<file path="src/rtl/comm_slave.sv">
// rtl/comm_slave.sv - UART 8N1 command endpoint: byte-pair receiver with timeout and one-byte response transmitter
module comm_slave #(
    parameter int BAUD_DIV = 2604,
    parameter int BYTE_TO  = 65536
) (
    input  logic        clk,
    input  logic        rst_n,
    input  logic        RX,
    output logic        TX,
    output logic [15:0] cmd,
    output logic        cmd_rdy,
    input  logic        clr_cmd_rdy,
    input  logic [7:0]  resp,
    input  logic        send_resp,
    output logic        tx_busy,
    output logic        resp_sent
);
    localparam int CW = $clog2(BAUD_DIV + 1);
    localparam int TW = $clog2(BYTE_TO + 1);
    localparam logic [CW-1:0] FULL = CW'(BAUD_DIV);
    localparam logic [CW-1:0] HALF = CW'(BAUD_DIV / 2);

    typedef enum logic [1:0] {RX_IDLE, RX_START, RX_DATA, RX_STOP} rx_state_t;
    typedef enum logic {WAIT_HIGH, WAIT_LOW} byte_state_t;
    typedef enum logic {TX_IDLE, TX_SHIFT} tx_state_t;

    logic            rx_meta_q, rx_sync_q;
    rx_state_t       rx_state_q, rx_state_d;
    logic [CW-1:0]   rx_cnt_q, rx_cnt_d;
    logic [2:0]      rx_bit_q, rx_bit_d;
    logic [7:0]      rx_sh_q, rx_sh_d;
    logic            rx_arm_q, rx_arm_d;
    logic            rx_done, rx_ferr, rx_exp;

    byte_state_t     by_state_q, by_state_d;
    logic [TW-1:0]   to_cnt_q, to_cnt_d;
    logic [7:0]      high_q, high_d;
    logic [15:0]     cmd_q, cmd_d;
    logic            rdy_q, rdy_d;

    tx_state_t       tx_state_q, tx_state_d;
    logic [9:0]      tx_sh_q, tx_sh_d;
    logic [CW-1:0]   tx_cnt_q, tx_cnt_d;
    logic [3:0]      tx_bit_q, tx_bit_d;
    logic            sent_q, sent_d;

    always_ff @(posedge clk or negedge rst_n) begin
        if (!rst_n) begin
            rx_meta_q  <= 1'b1;
            rx_sync_q  <= 1'b1;
            rx_state_q <= RX_IDLE;
            rx_cnt_q   <= FULL;
            rx_bit_q   <= '0;
            rx_sh_q    <= '0;
            rx_arm_q   <= 1'b0;
            by_state_q <= WAIT_HIGH;
            to_cnt_q   <= '0;
            high_q     <= '0;
            cmd_q      <= '0;
            rdy_q      <= 1'b0;
            tx_state_q <= TX_IDLE;
            tx_sh_q    <= '1;
            tx_cnt_q   <= FULL;
            tx_bit_q   <= '0;
            sent_q     <= 1'b0;
        end else begin
            rx_meta_q  <= RX;
            rx_sync_q  <= rx_meta_q;
            rx_state_q <= rx_state_d;
            rx_cnt_q   <= rx_cnt_d;
            rx_bit_q   <= rx_bit_d;
            rx_sh_q    <= rx_sh_d;
            rx_arm_q   <= rx_arm_d;
            by_state_q <= by_state_d;
            to_cnt_q   <= to_cnt_d;
            high_q     <= high_d;
            cmd_q      <= cmd_d;
            rdy_q      <= rdy_d;
            tx_state_q <= tx_state_d;
            tx_sh_q    <= tx_sh_d;
            tx_cnt_q   <= tx_cnt_d;
            tx_bit_q   <= tx_bit_d;
            sent_q     <= sent_d;
        end
    end

    // Receiver arms only after a full bit time of idle-high line, so it never
    // locks onto the middle of a frame after reset or a framing error.
    always_comb begin
        rx_state_d = rx_state_q;
        rx_cnt_d   = rx_cnt_q;
        rx_bit_d   = rx_bit_q;
        rx_sh_d    = rx_sh_q;
        rx_arm_d   = rx_arm_q;
        rx_done    = 1'b0;
        rx_ferr    = 1'b0;
        rx_exp     = (rx_cnt_q == CW'(1));
        case (rx_state_q)
            RX_IDLE: begin
                if (!rx_arm_q) begin
                    if (!rx_sync_q)  rx_cnt_d = FULL;
                    else if (rx_exp) rx_arm_d = 1'b1;
                    else             rx_cnt_d = rx_cnt_q - CW'(1);
                end else if (!rx_sync_q) begin
                    rx_state_d = RX_START;
                    rx_cnt_d   = HALF;
                end
            end
            RX_START: begin
                if (!rx_exp) rx_cnt_d = rx_cnt_q - CW'(1);
                else if (rx_sync_q) rx_state_d = RX_IDLE;
                else begin
                    rx_state_d = RX_DATA;
                    rx_cnt_d   = FULL;
                    rx_bit_d   = '0;
                end
            end
            RX_DATA: begin
                if (!rx_exp) rx_cnt_d = rx_cnt_q - CW'(1);
                else begin
                    rx_sh_d  = {rx_sync_q, rx_sh_q[7:1]};
                    rx_cnt_d = FULL;
                    if (rx_bit_q == 3'd7) rx_state_d = RX_STOP;
                    else                  rx_bit_d = rx_bit_q + 3'd1;
                end
            end
            default: begin
                if (!rx_exp) rx_cnt_d = rx_cnt_q - CW'(1);
                else begin
                    rx_state_d = RX_IDLE;
                    if (rx_sync_q) rx_done = 1'b1;
                    else begin
                        rx_ferr  = 1'b1;
                        rx_arm_d = 1'b0;
                        rx_cnt_d = FULL;
                    end
                end
            end
        endcase
    end

    always_comb begin
        by_state_d = by_state_q;
        to_cnt_d   = to_cnt_q;
        high_d     = high_q;
        cmd_d      = cmd_q;
        rdy_d      = clr_cmd_rdy ? 1'b0 : rdy_q;
        case (by_state_q)
            WAIT_HIGH: begin
                if (rx_done) begin
                    high_d     = rx_sh_q;
                    to_cnt_d   = '0;
                    rdy_d      = 1'b0;
                    by_state_d = WAIT_LOW;
                end
            end
            default: begin
                if (rx_done) begin
                    cmd_d      = {high_q, rx_sh_q};
                    rdy_d      = 1'b1;
                    by_state_d = WAIT_HIGH;
                end else if (rx_ferr) begin
                    by_state_d = WAIT_HIGH;
                end else if (rx_state_q == RX_IDLE) begin
                    if (to_cnt_q == TW'(BYTE_TO - 1)) by_state_d = WAIT_HIGH;
                    else                              to_cnt_d = to_cnt_q + TW'(1);
                end
            end
        endcase
    end

    // Ones shift in behind the frame, so the line is idle-high once all ten bits are out.
    always_comb begin
        tx_state_d = tx_state_q;
        tx_sh_d    = tx_sh_q;
        tx_cnt_d   = tx_cnt_q;
        tx_bit_d   = tx_bit_q;
        sent_d     = 1'b0;
        case (tx_state_q)
            TX_IDLE: begin
                if (send_resp && !sent_q) begin
                    tx_sh_d    = {1'b1, resp, 1'b0};
                    tx_cnt_d   = FULL;
                    tx_bit_d   = '0;
                    tx_state_d = TX_SHIFT;
                end
            end
            default: begin
                if (tx_cnt_q != CW'(1)) tx_cnt_d = tx_cnt_q - CW'(1);
                else begin
                    tx_sh_d  = {1'b1, tx_sh_q[9:1]};
                    tx_cnt_d = FULL;
                    if (tx_bit_q == 4'd9) begin
                        tx_state_d = TX_IDLE;
                        sent_d     = 1'b1;
                    end else begin
                        tx_bit_d = tx_bit_q + 4'd1;
                    end
                end
            end
        endcase
    end

    assign TX        = tx_sh_q[0];
    assign tx_busy   = (tx_state_q == TX_SHIFT);
    assign resp_sent = sent_q;
    assign cmd       = cmd_q;
    assign cmd_rdy   = rdy_q;
endmodule

</file>
<file path="config.mk">
export PLATFORM = sky130hd
export DESIGN_NAME = comm_slave
export DESIGN_NICKNAME = d
export VERILOG_FILES = /design/src/rtl/comm_slave.sv
export SDC_FILE = /design/constraint.sdc
export NUM_CORES = 1
export LEC_CHECK = 0
export ABC_AREA = 1
export BUFFER_PORTS_ARGS = -buffer_cell sky130_fd_sc_hd__buf_2
export CAP_MARGIN = 0
export CORE_ASPECT_RATIO = 1.2
export CORE_UTILIZATION = 30
export CTS_CLUSTER_SIZE = 12
export DETAILED_ROUTE_END_ITERATION = 12
export SLEW_MARGIN = 15
export SYNTH_ARGS = -nofsm -noshare
export SYNTH_HDL_FRONTEND = slang
export SYNTH_SLANG_ARGS = --single-unit
</file>
<file path="constraint.sdc">
create_clock -name clk -period 2.1 [get_ports clk]
set_input_delay 0.63 -clock clk [delete_from_list [all_inputs] [get_ports clk]]
set_output_delay 0.63 -clock clk [all_outputs]
set_load 0.005 [all_outputs]
</file>
==> impl_metrics.yaml <==
layout:
  fin_area_um2: 6380
  fin_util_pct: 37.7
  antennaDiodeCount: 0
  fin_cells: 947
  final_cell_mix: "nand2_1 (196), dfrtp_1 (77), inv_1 (65)"
  final_nets: 753
  mostFrequentLayoutCell: "nand2_1"
  drive_gt1_share_pct: 19.8
  area_growth_pct: 22.3
worst_setup_path:
  critPathLaunchType: "register"
  required_ns: 2.39
  ff2ff_path_depth: 12
  worstSetupPathType: "reg -> reg"
  end_kind: "register"
  crit_arrival_ns: 2.31
  critPathMaxFanout: 6
die:
  ios: 33
  die_area_um2: 17900
  design.core.area_um2: 16900
  initial_utilization_pct: 30.9
  row_count: 52
  die_h_um: 147
  die_x_um: 122
placement:
  dp_slack_ns: -0.0525
  dp.cells: 919
  gp_congestion: 0.837
  dpl.hpwl_um: 7980
  port_buffers: 32
  place_area_um2: 5830
sta:
  setup_slack_ns: 0.0867
  finalMaxSlewViolations: 0
  finalSetupViolations: 0
  fmax_ghz: 0.497
  worstMarginPinSlew_ns: 0.437
  fin_skew_ns: 0.00558
  hold_slack_ns: 0.177
  fin_crit_sh_pct: 95.9
  tns_ns: 0
  rsz0062_at_grt: "yes"
  hold_viol: 0
  post-route-min-period_ns: 2.01
  maxSlewHeadroom_pct: 70.8
power:
  powerDensity_nw_per_um2: 708
  power_mw: 4.52
  leakage_nw: 2.96
  peakVddDrop_uv: 514
min_path:
  hold_path_class: "in -> async"
drt:
  firstDrtPassIters: 4
  drc: 0
  finalWirelength_um: 11700
  drt-initial-drc-count: 211
  vias: 4379
  ant_nets: 0
  via_per_inst: 4.62
  routedWlPerCell_um: 12.3
grt:
  grt_pass1_vias: 4165
  antenna_found_initial: 0
  grt_overflow: 0
  grt_max_degree: 34
  grt_pass1_wl_um: 19400
  grt_util_all_layers_pct: 13.6
run:
  max-cap-violations: 0
synth:
  ys_seq_elements: 98
  syn_avg_cell_area_um2: 7.95
  synth_cells: 657
  syn-num-nets: 684
  syn_area_um2: 5220
  seq_area_frac_synth_pct: 47.5
  synth_warnings: 0
  yosysUniqueCellTypes: 36
clock_network:
  clock-sinks: 98
  cts_buffer_depth: 2
  cts_inserted_buffers: 9
  clockRootBuffer: "clkbuf_16"
  clock_latency_ns: 0.35
  clkSlewWorstSetupHoldPaths_ns: 0.07
  htree_num_levels: 3
  hold_buffers: 0
  cts_tree: "yes"
status:
  status: "finished clean"
## cell type report
cell class                      instances  area, µm²
Timing Repair Buffer                   70        485
Multi-Input combinational cell        480       2570
Inverter                               67        251
Fill cell                            1750      10500
Sequential cell                        98       2480
Tap cell                              216        270
Clock buffer                           12        267
Clock inverter                          4       57.6
## sequential cells by signal (all words and copies together), names as in the netlist
name,count
cmd_rdy,1
rx_bit_q,3
by_state_q,1
rx_state_q,2
to_cnt_q,17
rx_arm_q,1
rx_sh_q,8
tx_cnt_q,12
rx_sync_q,1
tx_sh_q,9
cmd,16
tx_busy,1
tx_bit_q,4
rx_cnt_q,12
resp_sent,1
high_q,8
rx_meta_q,1
## final timing paths
kind | from | endpoint | slack [ns]
worst max register to register | to_cnt_q[1] | to_cnt_q[5] | 0.09
worst min register to register | rx_meta_q | rx_sync_q | 0.36
min in group clk | rx_meta_q | rx_sync_q | 0.36
worst min-delay path | rst_n | rx_cnt_q[6] | 0.18
worst max-delay path | to_cnt_q[1] | to_cnt_q[5] | 0.09
max in group asynchronous | rst_n | tx_sh_q[0] | 1.34
## routing by layer
metal | GRT usage, % | wire [µm] | vias to the layer above
met4 | 5.24 | 194 | 0
met2 | 22.5 | 5830 | 60
met3 | 2.70 | 337 | 14
met1 | 17.3 | 5310 | 2042
met5 | 0 | 0 | -
li1 | - | - | 2263
## cells in the mapped netlist
master    instances  area, µm²
nor2_2            2       12.5
dfrtp_1          77       1930
inv_2             1       3.75
mux2i_1           7       70.1
nand3_2           2       20.0
nor4_1            1       6.26
nand4_1          11       68.8
nor2_8            1       20.0
a21oi_1           7       35.0
buf_2             8       40.0
inv_1            65        244
nand3_4           2       35.0
xor2_1           14        123
nand3b_1          5       37.5
clkbuf_1          6       22.5
or2_0             1       6.26
buf_6             1       11.3
nand4_4           1       21.3
nor3_1            7       35.0
nor2_4            2       22.5
nand3_1          53        265
clkinv_1          1       3.75
dfstp_2          21        552
o21ai_1          15       75.1
nand2_2           1       6.26
ha_1             14        175
or2_2             5       31.3
nor3b_1           1       7.51
buf_4             1       7.51
nor2_1           59        221
o22ai_1           6       37.5
nand2_4           2       22.5
o21ai_0          47        235
nand2_1         203        762
xnor2_1           3       26.3
o21bai_1          4       30.0
## power by group
part / internal (mW) / switching, mW / leakage (nW)
sequential: 2.10 / 0.126 / 1.27
combinational: 0.214 / 0.303 / 1.53
clock: 1.03 / 0.741 / 0.157
## critical path: stages, from the launching register on
cell	delay [ns]
dfrtp_1	0.40
ha_4	0.17
nand3_4	0.09
nor2_4	0.15
nand3_2	0.10
nor4_2	0.27
ha_2	0.25
nor3_4	0.05
nand2_4	0.12
nand2_8	0.12
nand2_8	0.13
nand2_2	0.05
nand2_1	0.06
## logic make-up after synthesis
family                     share of synthesized area (%)
muxes                                               1.34
AOI/OAI and AO/OA                                   7.91
buffers and inverters                               6.38
and+or+nand+nor                                     30.7
adders and majority gates                           3.36
xor gates and xnor gates                            2.85
DFF                                                 47.5
## timing repair
item                                    4_1_cts  5_1_grt
pin swaps                                     0       12
endpoints found under the setup margin       17       17
hold endpoints to repair                      0        0
buffers inserted                              0        8
gates cloned                                  0        4
gates resized for setup                       2       24
Power figures use the tool's default switching activity.
